**src/rtl/fir_mac_sum_tree_pkg.sv**
```systemverilog
// Shared constants and helpers for the FIR MAC sum tree: width derivation,
// per-level node counts and signed saturation limits.
package fir_sum_pkg;

  function automatic int clog2(input int n);
    int r;
    r = 0;
    while ((1 << r) < n) r++;
    return r;
  endfunction

  function automatic int acc_w(input int in_w, input int num_mac);
    return in_w + clog2(num_mac);
  endfunction

  // Number of live nodes at tree level l (level 0 = the raw MAC inputs).
  function automatic int lvl_cnt(input int num_mac, input int l);
    return (num_mac + (1 << l) - 1) >> l;
  endfunction

  function automatic longint sat_max(input int w);
    return (64'sd1 <<< (w - 1)) - 64'sd1;
  endfunction

  function automatic longint sat_min(input int w);
    return -(64'sd1 <<< (w - 1));
  endfunction

endpackage

```
**src/rtl/fir_mac_sum_tree_if.sv**
```systemverilog
// MAC-bank input and FIR-result output bundle for fir_mac_sum_tree.
interface fir_mac_sum_tree_if #(
  parameter int NUM_MAC   = 4,
  parameter int IN_WIDTH  = 16,
  parameter int OUT_WIDTH = 16
);
  logic                              iEnSample600k;
  logic                              iMacValid;
  logic [NUM_MAC*IN_WIDTH-1:0]       iMacData;
  logic                              oMacReady;
  logic                              oFirValid;
  logic                              iFirReady;
  logic signed [OUT_WIDTH-1:0]       oFirOut;
  logic                              oOvfSticky;
  logic                              oOverrun;
  logic                              iFlagClr;

  modport slave (
    input  iEnSample600k, iMacValid, iMacData, iFirReady, iFlagClr,
    output oMacReady, oFirValid, oFirOut, oOvfSticky, oOverrun
  );

  modport master (
    output iEnSample600k, iMacValid, iMacData, iFirReady, iFlagClr,
    input  oMacReady, oFirValid, oFirOut, oOvfSticky, oOverrun
  );
endinterface

```
**src/rtl/fir_sum_round_sat.sv**
```systemverilog
// Combinational round-half-up, arithmetic right shift and narrowing of the tree sum.
// FIR_SUM_SAT_EN selects saturation (with ovf flag); otherwise the result wraps.
module fir_sum_round_sat
  import fir_sum_pkg::*;
#(
  parameter int ACC_W     = 18,
  parameter int OUT_WIDTH = 16,
  parameter int SHIFT     = 0
) (
  input  logic signed [ACC_W-1:0]     sum,
  output logic signed [OUT_WIDTH-1:0] res,
  output logic                        ovf
);
  localparam int     RND_SH = (SHIFT > 0) ? SHIFT - 1 : 0;
  localparam longint RND_L  = (SHIFT > 0) ? (64'sd1 <<< RND_SH) : 64'sd0;

  // One guard bit so the rounding increment can never wrap the sum.
  logic signed [ACC_W:0] ext_c;
  logic signed [ACC_W:0] shf_c;

  always_comb begin
    ext_c = (ACC_W+1)'(sum) + (ACC_W+1)'(RND_L);
    shf_c = ext_c >>> SHIFT;
  end

`ifdef FIR_SUM_SAT_EN
  always_comb begin
    res = OUT_WIDTH'(shf_c);
    ovf = 1'b0;
    if (longint'(shf_c) > sat_max(OUT_WIDTH)) begin
      res = OUT_WIDTH'(sat_max(OUT_WIDTH));
      ovf = 1'b1;
    end else if (longint'(shf_c) < sat_min(OUT_WIDTH)) begin
      res = OUT_WIDTH'(sat_min(OUT_WIDTH));
      ovf = 1'b1;
    end
  end
`else
  assign res = OUT_WIDTH'(shf_c);
  assign ovf = 1'b0;
`endif

endmodule

```
**src/rtl/fir_mac_sum_tree.sv**
```systemverilog
// Registered pairwise adder tree over NUM_MAC signed MAC partials, then round/shift
// and narrowing (saturating when FIR_SUM_SAT_EN is defined) with valid/ready output.
module fir_mac_sum_tree
  import fir_sum_pkg::*;
#(
  parameter int NUM_MAC   = 4,
  parameter int IN_WIDTH  = 16,
  parameter int OUT_WIDTH = 16,
  parameter int SHIFT     = 0
) (
  input logic               iClk12M,
  input logic               iRst,
  fir_mac_sum_tree_if.slave bus
);
  localparam int STAGES = clog2(NUM_MAC);
  localparam int ACC_W  = acc_w(IN_WIDTH, NUM_MAC);

  logic                        adv;
  logic                        accept;
  logic                        fir_vld_p;
  logic signed [OUT_WIDTH-1:0] fir_out_p;
  logic                        ovf_sticky;
  logic                        overrun;

  // The whole pipeline moves in lockstep: it stalls only when the output is held.
  assign adv    = !fir_vld_p | bus.iFirReady;
  assign accept = bus.iMacValid & bus.iEnSample600k & adv;

  logic signed [ACC_W-1:0] in_s [NUM_MAC];

  always_comb begin
    for (int k = 0; k < NUM_MAC; k++)
      in_s[k] = ACC_W'($signed(bus.iMacData[k*IN_WIDTH +: IN_WIDTH]));
  end

  logic signed [ACC_W-1:0] sum_c;
  logic                    vld_c;

  if (STAGES == 0) begin : g_pass
    assign sum_c = in_s[0];
    assign vld_c = accept;
  end else begin : g_tree
    logic signed [ACC_W-1:0] lvl_c [STAGES+1][NUM_MAC];
    logic signed [ACC_W-1:0] nxt_c [STAGES][NUM_MAC];
    logic signed [ACC_W-1:0] sum_p [STAGES][NUM_MAC];
    logic [STAGES-1:0]       vld_p;

    always_comb begin
      for (int j = 0; j < NUM_MAC; j++) lvl_c[0][j] = in_s[j];
      for (int l = 0; l < STAGES; l++)
        for (int j = 0; j < NUM_MAC; j++) lvl_c[l+1][j] = sum_p[l][j];
      for (int l = 0; l < STAGES; l++) begin
        for (int j = 0; j < NUM_MAC; j++) begin
          nxt_c[l][j] = '0;
          if (j < lvl_cnt(NUM_MAC, l + 1)) begin
            // An odd leftover node rides through this level unchanged.
            if (2*j + 1 < lvl_cnt(NUM_MAC, l))
              nxt_c[l][j] = lvl_c[l][2*j] + lvl_c[l][2*j+1];
            else
              nxt_c[l][j] = lvl_c[l][2*j];
          end
        end
      end
    end

    // ---- tree level registers: sum_p[l] holds level l+1 ----
    always_ff @(posedge iClk12M or posedge iRst) begin
      if (iRst) begin
        vld_p <= '0;
        sum_p <= '{default: '0};
      end else if (adv) begin
        vld_p[0] <= accept;
        for (int l = 1; l < STAGES; l++) vld_p[l] <= vld_p[l-1];
        sum_p <= nxt_c;
      end
    end

    assign sum_c = lvl_c[STAGES][0];
    assign vld_c = vld_p[STAGES-1];
  end

  logic signed [OUT_WIDTH-1:0] rs_c;
  logic                        ovf_c;

  fir_sum_round_sat #(
    .ACC_W     (ACC_W),
    .OUT_WIDTH (OUT_WIDTH),
    .SHIFT     (SHIFT)
  ) u_round_sat (
    .sum (sum_c),
    .res (rs_c),
    .ovf (ovf_c)
  );

  // ---- output register and sticky flags ----
  always_ff @(posedge iClk12M or posedge iRst) begin
    if (iRst) begin
      fir_vld_p  <= 1'b0;
      fir_out_p  <= '0;
      ovf_sticky <= 1'b0;
      overrun    <= 1'b0;
    end else begin
      if (adv) begin
        fir_vld_p <= vld_c;
        if (vld_c) fir_out_p <= rs_c;
      end
      if (adv & vld_c & ovf_c)    ovf_sticky <= 1'b1;
      else if (bus.iFlagClr)      ovf_sticky <= 1'b0;
      if (bus.iMacValid & bus.iEnSample600k & !adv) overrun <= 1'b1;
      else if (bus.iFlagClr)                        overrun <= 1'b0;
    end
  end

  assign bus.oMacReady  = adv;
  assign bus.oFirValid  = fir_vld_p;
  assign bus.oFirOut    = fir_out_p;
  assign bus.oOvfSticky = ovf_sticky;
  assign bus.oOverrun   = overrun;

endmodule

```
**src/flat_wrapper.sv**
```systemverilog
// flat-port wrapper written by rule: the top's interface ports become plain ports
module fir_mac_sum_tree_flat import fir_sum_pkg::*;
#(
  parameter int NUM_MAC   = 4,
  parameter int IN_WIDTH  = 16,
  parameter int OUT_WIDTH = 16,
  parameter int SHIFT     = 0
)
  (iClk12M, iRst, bus_iEnSample600k, bus_iMacValid, bus_iMacData, bus_iFirReady, bus_iFlagClr, bus_oMacReady, bus_oFirValid, bus_oFirOut, bus_oOvfSticky, bus_oOverrun);
  fir_mac_sum_tree_if #(.NUM_MAC(NUM_MAC), .IN_WIDTH(IN_WIDTH), .OUT_WIDTH(OUT_WIDTH)) bus_i ();
  input logic iClk12M;
  input logic iRst;
  input wire logic [$bits(bus_i.iEnSample600k)-1:0] bus_iEnSample600k;
  input wire logic [$bits(bus_i.iMacValid)-1:0] bus_iMacValid;
  input wire logic [$bits(bus_i.iMacData)-1:0] bus_iMacData;
  input wire logic [$bits(bus_i.iFirReady)-1:0] bus_iFirReady;
  input wire logic [$bits(bus_i.iFlagClr)-1:0] bus_iFlagClr;
  output wire logic [$bits(bus_i.oMacReady)-1:0] bus_oMacReady;
  output wire logic [$bits(bus_i.oFirValid)-1:0] bus_oFirValid;
  output wire logic [$bits(bus_i.oFirOut)-1:0] bus_oFirOut;
  output wire logic [$bits(bus_i.oOvfSticky)-1:0] bus_oOvfSticky;
  output wire logic [$bits(bus_i.oOverrun)-1:0] bus_oOverrun;
  assign bus_i.iEnSample600k = bus_iEnSample600k;
  assign bus_i.iMacValid = bus_iMacValid;
  assign bus_i.iMacData = bus_iMacData;
  assign bus_i.iFirReady = bus_iFirReady;
  assign bus_i.iFlagClr = bus_iFlagClr;
  assign bus_oMacReady = bus_i.oMacReady;
  assign bus_oFirValid = bus_i.oFirValid;
  assign bus_oFirOut = bus_i.oFirOut;
  assign bus_oOvfSticky = bus_i.oOvfSticky;
  assign bus_oOverrun = bus_i.oOverrun;
  fir_mac_sum_tree #(.NUM_MAC(NUM_MAC), .IN_WIDTH(IN_WIDTH), .OUT_WIDTH(OUT_WIDTH), .SHIFT(SHIFT)) u_core (.iClk12M(iClk12M), .iRst(iRst), .bus(bus_i));
endmodule
```
**config.mk**
```make
export PLATFORM = sky130hd
export DESIGN_NAME = fir_mac_sum_tree_flat
export DESIGN_NICKNAME = d
export VERILOG_FILES = /design/src/rtl/fir_mac_sum_tree_pkg.sv /design/src/rtl/fir_mac_sum_tree_if.sv /design/src/rtl/fir_sum_round_sat.sv /design/src/rtl/fir_mac_sum_tree.sv /design/src/flat_wrapper.sv
export SDC_FILE = /design/constraint.sdc
export NUM_CORES = 1
export LEC_CHECK = 0
export CORE_MARGIN = 4
export CORE_UTILIZATION = 35
export CTS_CLUSTER_DIAMETER = 100
export DETAILED_ROUTE_END_ITERATION = 8
export PLACE_DENSITY = 0.64
export SETUP_SLACK_MARGIN = 0.2
export SYNTH_ARGS = -nofsm -noshare
export SYNTH_HDL_FRONTEND = slang
export SYNTH_SLANG_ARGS = --single-unit
```
**constraint.sdc**
```tcl
create_clock -name iClk12M -period 3.2 [get_ports iClk12M]
set_input_delay 0.8 -clock iClk12M [delete_from_list [all_inputs] [get_ports iClk12M]]
set_output_delay 0.8 -clock iClk12M [all_outputs]
set_load 0.02 [all_outputs]
```
==> metrics, run 1 <==
status finished, final reports clean; worst min path class reg -> reg; largest area contributor in the netlist dfrtp_1; global-route wire length before repair 19090 µm; combinational share of power 47.2%; vias per inst 5.182; initial antenna violation count 0; period utilization 88.68%; worst skew pair latency 0.33 ns; Max clock buf depth 2; CTS tree done; RSZ-0062 raised after global routing false; top cell type's share of synthesized area 36.23%; CP startpoint bus_iMacData[32]; P per Cell Area 709.3 mW/mm²; Clk pwr share 20.5%; num rows 42; fillers 1281; worst-path cell chain clkdlybuf4s50_1, ha_1, fa_1, a211oi_2, o211ai_1, a31oi_1, o21bai_1, xnor2_1, o21ai_0; Die Width 123.8 µm; Die Span Y 123.8 µm; synth unique cells 60; hold slack 0.4632 ns; worst-margin pin slew 0.6333 ns; Largest stage delay, worst path 0.44 ns; leakage power 0.002568 µW; # H-tree levels 3; clock slew at reported path FFs 0.05 ns; Setup Crit Path Kind in -> reg; Final Routed Wirelength 11110 µm; number of enable flip-flop cells after synthesis 0; fmax 352.4 MHz; 1st-pass router iterations 4; maximum vdd ir drop 0.3597 mV; NetSw 1585 µW; Overall Power 4291 µW; number of port buffers 88; CTS Buf Count 9; drt wl/cell 14.23 µm; worst r2r path cells 8; Antenna Cells 0; Min-Delay Startpoint u_core.sum_c[1]; gr ovfl total 0; commonest non-fill, non-tap cell in the layout clkdlybuf4s50_1; Clock Skew 0.007072 ns; Starting Density 35.61%; Ys Warns 0; CP max stage cell fa_1; remaining antenna violation count after routing 0; dpl ws -0.02749 ns; FF-to-FF Start u_core.g_tree.lvl_c[126]; sequential share of the synthesized area 36.23%; max-cap viol count 0; CP top delay family compound AO/OA/AOI/OAI gates; CTS root buf clkbuf_16; worst reg-to-reg setup slack 0.57 ns; syn_nets 628; Ports 90; Tot GR Track Use 15.41%; async set or reset register ratio after synthesis 100.0%; internal power 2706 µW; Switching Share 36.94%; WP buf/inv 1; drt drc 0; DR vias 4047; initial drt markers 262; number of global-route vias before repair 4158; final worst slack 0.3624 ns; Worst Hold Depth 2; CTS Hold Bufs 0; Worst Hold Path EP u_core.sum_c[1]; TritonCTS Sinks 68; startpoint class of the critical path primary input; top post-synthesis cells by area dfrtp_1, ha_1, a21oi_1; top fanout value on the critical path 3; nets 718; Synth Flop Type dfrtp_1; hpwl dp 8722 µm; post-route minimum period 2.838 ns; cell area after synthesis 0.004697 mm²; max-slew violation count 0; Die ar. 0.01534 mm²; pin count of the biggest net entering global routing 63; Worst EP arrival 3.02 ns; final setup fails 0; Synth Instances 510; GP Congestion 0.8295; r2r endpoint u_core.sum_c[12]; CP Capture Type flop; commonest cells after routing, fill and taps aside clkdlybuf4s50_1, dfrtp_1, nand2_1; Final Hold Violating Endpoints 0; FF+latch count, synth 68; slew margin rel. 57.78%; Worst Path Required 3.39 ns; mean post-synth cell area 9.210 µm²; core area 0.01319 mm²; area grow syn2layout 28.80%; share of cells above drive strength 1 8.760%; Flop pwr share 32.3%
==> worst max path at each step <==
stage / end / slack [ns] / depth (start not counted)
finish: u_core.g_tree.lvl_c[122] / 0.36 / 9
global route: u_core.g_tree.lvl_c[136] / 0.20 / 9
CTS: u_core.g_tree.lvl_c[122] / 0.31 / 9
detailed placement: u_core.g_tree.lvl_c[122] / -0.03 / 9
global placement: u_core.g_tree.lvl_c[122] / 0.07 / 9
floorplan: u_core.g_tree.lvl_c[136] / 0.57 / 8
==> routing by layer <==
layer	up-vias	track usage (%)	wire length [µm]
li1	2052	-	-
met3	24	2.816	526
met4	0	6.159	257
met2	103	25.28	5237
met1	1868	20.07	5093
met5	-	0	0
==> state kept, by name, indices dropped and copies added (netlist names) <==
signal	count
u_core.bus.oFirValid	1
u_core.sum_c	16
u_core.bus.oOverrun	1
u_core.g_tree.vld_p	2
u_core.bus.oFirOut	16
u_core.g_tree.lvl_c	32
==> per-stage QoR <==
step,std cells,utilization (%),TNS [ns],cell area (µm²)
final,781,45.86,0,6050
after detailed placement,765,43.78,-0.03233,5774
after CTS,781,45.83,0,6045
after global routing,781,45.86,0,6050
after floorplan,510,-,0,4697
after global placement,765,43.78,0,5774
==> cells by family after synthesis <==
family / synth area share, %
compound gates: 21.42
xor+xnor: 5.780
fa+ha+maj: 13.27
buf+inv: 3.010
flops: 36.23
mux: 4.262
other cells: 0.07984
simple gates: 15.96
==> timing repair <==
item	in CTS	in global routing
setup endpoints to repair	0	4
resized for setup	0	2
buffers inserted	0	0
==> power groups by stage <==
stage	logic [µW]	clock network (µW)	registers, µW
6_report	2030	881	1380
5_1_grt	2280	944	1430
4_1_cts	2040	905	1390
3_5_place_dp	2030	0	1400
3_3_place_gp	1980	0	1390
2_1_floorplan	1320	0	1480
==> tightest hold or removal path: stages (launching register included) <==
cell     delay (ns)
dfrtp_1        0.34
nand2_1        0.05
nand2_1        0.05
==> synthesized netlist by cell type, drive strengths merged, types with 4 or more instances <==
cell type and n:
dfrtp 68, nand2 58, a21oi 48, nor2 46
ha 45, o21ai 34, a211oi 20, xnor2 18
mux2 16, a21o 15, nand3 14, xor2 13
o21bai 11, buf 10, inv 9, clkbuf 7
nor3 7, and3 6, and2 5, nand4 5
o211ai 5, nor2b 4, nor3b 4
==> area by class of cell <==
cell class | instances | area [µm²] | area share (%)
multi-input cells | 415 | 2867 | 47.38
flip-flops and latches | 68 | 1702 | 28.13
repair buffers | 96 | 953.4 | 15.76
clock buffers | 11 | 242.7 | 4.012
well taps | 176 | 220.2 | 3.640
inverters | 10 | 37.54 | 0.6205
clock inverters | 5 | 27.53 | 0.4550
Note: power is estimated with default switching activity, not from simulation.
==> run 2, diff against run 1 <==
Settings changed: CAP_MARGIN set to 10, CORE_UTILIZATION 35 to 45, PLACE_DENSITY 0.64 to 0.77, SKIP_CTS_REPAIR_TIMING set to 1.
==> run 2 against run 1 <==
  * Largest power group unchanged
  * Critical path depth unchanged
  * Critical endpoint is now u_core.g_tree.lvl_c[136]
  * Count of clock-buffer cells in the layout decreased by 2
  * Flip-flop and latch count unchanged
  * Critical path type unchanged
  * Sequential power about the same
  * Routed wire length decreased by 3.4%
  * Hold slack improved by 0.0073 ns
==> metrics, run 2 (synthesis results as in run 1) <==
Ports 90; maximum vdd ir drop 0.3950 mV; Setup Crit Path Kind in -> reg; Die Span Y 110.2 µm; final worst slack 0.3639 ns; final cell area excluding filler cells 0.005992 mm²; number of port buffers 88; Clock Skew 0.009230 ns; remaining antenna violation count after routing 0; pin count of the biggest net entering global routing 63; nets 718; post-route minimum period 2.836 ns; Die Width 110.2 µm; clock slew at reported path FFs 0.07 ns; dpl cell area 0.005724 mm²; max-cap viol count 0; Largest stage delay, worst path 0.43 ns; register area 0.001702 mm²; area occupied by multi-input gates 0.002867 mm²; P per Cell Area 719.4 mW/mm²; drt wl/cell 14.49 µm; fillers 929; area grow syn2layout 27.57%; status finished, final reports clean; number of flip-flops under the largest register name 32; Worst EP arrival 3.04 ns; Final Hold Violating Endpoints 0; worst min path class reg -> reg; max-slew violation count 0; dpl cells 725; leakage power 0.002566 µW; Tot GR Track Use 18.50%; Starting Density 45.91%; Overall Power 4310 µW; RSZ-0062 raised after global routing false; CP Capture Type flop; number of global-route vias before repair 3985; worst skew pair latency 0.35 ns; Antenna Cells 0; CTS tree done; initial antenna violation count 0; CP max stage cell fa_1; TritonCTS Sinks 68; final setup fails 0; worst-path cell chain clkdlybuf4s50_1, ha_1, fa_1, a211oi_1, o21ai_0, and2_1, a41oi_1, xor2_1, a21oi_1; Final Routed Wirelength 10740 µm; GP Congestion 0.9067; Min-Delay Startpoint u_core.sum_c[0]; commonest non-fill, non-tap cell in the layout clkdlybuf4s50_1; share of cells above drive strength 1 8.926%; period utilization 88.63%; non-filler instance count after layout 741; DR vias 4001; commonest cells after routing, fill and taps aside clkdlybuf4s50_1, dfrtp_1, nand2_1; CP startpoint bus_iMacData[0]; dpl ws -0.02247 ns; Max clock buf depth 2; FF-to-FF Start u_core.g_tree.lvl_c[126]; initial drt markers 170; worst-margin pin slew 0.6315 ns; CTS root buf clkbuf_8; gr ovfl total 0; vias per inst 5.399; CTS Buf Count 9; Worst Path Required 3.40 ns; 1st-pass router iterations 4; core area 0.01023 mm²; startpoint class of the critical path primary input; num rows 37; # H-tree levels 3; drt drc 0; global-route wire length before repair 17800 µm; slew margin rel. 57.90%; Die ar. 0.01214 mm²; hpwl dp 8490 µm; top fanout value on the critical path 3; fmax 352.6 MHz
## run 2: per-layer routing
metal	GRT usage, %	part of all wire (%)	vias to the layer above
met3	2.504	5.4	17
li1	-	-	2040
met2	32.76	49	101
met4	7.916	2.1	0
met1	22.48	44	1843
met5	0	0	-
## run 2: power by group
group,switching (µW),internal [µW]
logic,1040,970
clock network,326,595
registers,184,1190
## run 2: path summary, 6_finish.rpt
kind / to / slack (ns) / cells after the start
min in group asynchronous: u_core.bus.oFirOut[2] / 0.85 / 2
max in group asynchronous: u_core.g_tree.lvl_c[134] / 1.73 / 3
worst max-delay path: u_core.g_tree.lvl_c[136] / 0.36 / 9
worst min register to register: u_core.sum_c[0] / 0.47 / 2
worst min-delay path: u_core.sum_c[0] / 0.47 / 2
worst max register to register: u_core.sum_c[12] / 0.57 / 8
## run 2: through the flow
step            TNS, ns  hold WS [ns]  utilization, %
3_3_place_gp          0        0.4491           55.95
5_1_grt               0        0.5128           58.57
6_report              0        0.4705           58.57
3_5_place_dp   -0.02429        0.4646           55.95
2_1_floorplan         0        0.4348               -
4_1_cts               0        0.4803           58.52
## run 2: layout make-up
class | instances | share of cell area (%)
Multi-Input combinational cell | 415 | 47.84
Tap cell | 136 | 2.840
Clock buffer | 9 | 2.067
Inverter | 10 | 0.6264
Clock inverter | 7 | 2.318
Timing Repair Buffer | 96 | 15.91
Sequential cell | 68 | 28.40
## run 2: worst max-delay path: cells and delay by family
kind / cells / cell delay [ns]
xor gates and xnor gates: 1 / 0.17
buffers and inverters: 1 / 0.41
AOI/OAI and AO/OA: 4 / 0.82
adders and majority gates: 2 / 0.66
and+or+nand+nor: 1 / 0.19
==> run 3, diff against run 2 <==
Settings changed: CORE_UTILIZATION 45 to 53, PLACE_DENSITY 0.77 to 0.83.
==> run 3 against run 2 <==
  * Setup slack improved by 0.0014 ns
  * Final cell count is 4.0% lower
  * Routed wire length decreased by 0.22%
  * Critical endpoint is now u_core.g_tree.lvl_c[122]
  * Clock power decreased by 18%
  * Clock skew is 0.00058 ns higher
  * Hold slack barely moved
  * Count of clock-buffer cells in the layout did not move
  * Sequential share of layout area rose by 0.45 points
  * Via count increased by 4.2%
  * Critical path depth unchanged
==> metrics, run 3 (synthesis results as in run 1) <==
status finished, final reports clean; drt drc 0; commonest cells after routing, fill and taps aside clkdlybuf4s50_1, dfrtp_1, nand2_1; Die Span Y 102.1 µm; worst r2r path cells 8; Met2 Wirelength 5249 µm; Setup TNS Final 0 ns; maximum vdd ir drop 0.3076 mV; dpl cell area 0.005674 mm²; Max clock buf depth 2; number of flip-flops under the largest register name 32; P per Cell Area 705.2 mW/mm²; Worst EP arrival 3.03 ns; initial drt markers 145; slew margin rel. 46.46%; worst-margin pin slew 0.8019 ns; post-layout util 67.98%; worst min path class reg -> reg; number of global-route vias before repair 4057; nets 716; DR vias 4168; area grow syn2layout 25.60%; max-slew violation count 0; clock slew at reported path FFs 0.08 ns; pin count of the biggest net entering global routing 63; Antenna Cells 0; Die ar. 0.01043 mm²; number of port buffers 88; final setup fails 0; RSZ-0062 raised after global routing false; Min-Delay Startpoint u_core.sum_c[0]; final worst slack 0.3653 ns; post-route minimum period 2.835 ns; Worst Hold Depth 2; GP Congestion 0.9271; vias per inst 5.862; 1st-pass router iterations 7; Tot GR Track Use 21.39%; Die Width 102.1 µm; CTS Buf Count 9; CTS root buf clkbuf_8; top routing layer in use met4; Flop pwr share 33.1%; TritonCTS Sinks 68; drt wl/cell 15.07 µm; FF-to-FF Start u_core.g_tree.lvl_c[108]; share of cells above drive strength 1 8.789%; Final Routed Wirelength 10720 µm; period utilization 88.58%; CTS tree done; max-cap viol count 0; Switching Share 37.56%; Worst Path Required 3.40 ns; startpoint class of the critical path primary input; CP startpoint bus_iMacData[32]; gr ovfl total 0; Starting Density 54.12%; CP Capture Type flop; Clk pwr share 18.2%; remaining antenna violation count after routing 0; num rows 34; dpl cells 695; Ports 90; Setup Crit Path Kind in -> reg; commonest non-fill, non-tap cell in the layout clkdlybuf4s50_1; Clock Skew 0.009815 ns; final cell area excluding filler cells 0.005899 mm²; non-filler instance count after layout 711; combinational share of power 48.7%; # H-tree levels 3; worst skew pair latency 0.34 ns; global-route wire length before repair 17920 µm; initial antenna violation count 0; met3 routed WL 634 µm; dpl ws 0.006750 ns; NetSw 1563 µW; hpwl dp 8245 µm; leakage power 0.002534 µW; fmax 352.8 MHz; Final Hold Violating Endpoints 0; met1 WL 4555 µm; core area 0.008678 mm²; internal power 2597 µW; top fanout value on the critical path 3
## run 3: cell count changes in the layout (fill, tap and decap cells not counted), sizes merged
| cell | previous run | this run |
|---|---|---|
| clkinv | 4 | 5 |
| buf | 8 | 6 |
| bufinv | 4 | 2 |
| clkinvlp | 0 | 1 |
## run 3: through the flow
| step | hold slack (ns) | total power [µW] |
|---|---|---|
| after CTS | 0.4761 | 4178 |
| after global placement | 0.4450 | 3332 |
| after detailed placement | 0.4587 | 3408 |
| after global routing | 0.5114 | 4481 |
| after floorplan | 0.4348 | 2798 |
| final | 0.4704 | 4160 |
## run 3: path summary, 6_finish.rpt
check	end	slack, ns
worst min-delay path	u_core.sum_c[0]	0.47
worst max-delay path	u_core.g_tree.lvl_c[122]	0.37
worst max register to register	u_core.sum_c[12]	0.59
max in group asynchronous	u_core.g_tree.lvl_c[117]	1.64
min in group asynchronous	u_core.bus.oFirOut[1]	0.92
worst min register to register	u_core.sum_c[0]	0.47
## run 3: critical path, stage by stage
cell and delay (ns):
clkdlybuf4s50_1 0.41, ha_1 0.23, fa_1 0.42, a211oi_2 0.32
o211ai_1 0.20, a31oi_1 0.27, o21bai_1 0.12, xnor2_1 0.15
o21ai_0 0.10
## run 3: power groups by stage
stage / Sequential (µW) / Combinational, µW / Clock (µW)
2_1_floorplan: 1480 / 1320 / 0
5_1_grt: 1420 / 2250 / 807
6_report: 1380 / 2020 / 759
3_5_place_dp: 1400 / 2010 / 0
4_1_cts: 1380 / 2030 / 771
3_3_place_gp: 1380 / 1950 / 0
## run 3: area by class of cell
type	count	area (µm²)
inverter	10	37.54
fill	690	2779
sequential	68	1702
clock inverter	7	91.34
tap	108	135.1
multi-input combinational	415	2872
clock buffer	9	123.9
timing repair buffer	94	938.4
## run 3: routing by layer
metal	GRT usage, %	vias up
met5	0	-
li1	-	2040
met3	2.457	24
met4	9.082	0
met2	37.88	152
met1	26.32	1952
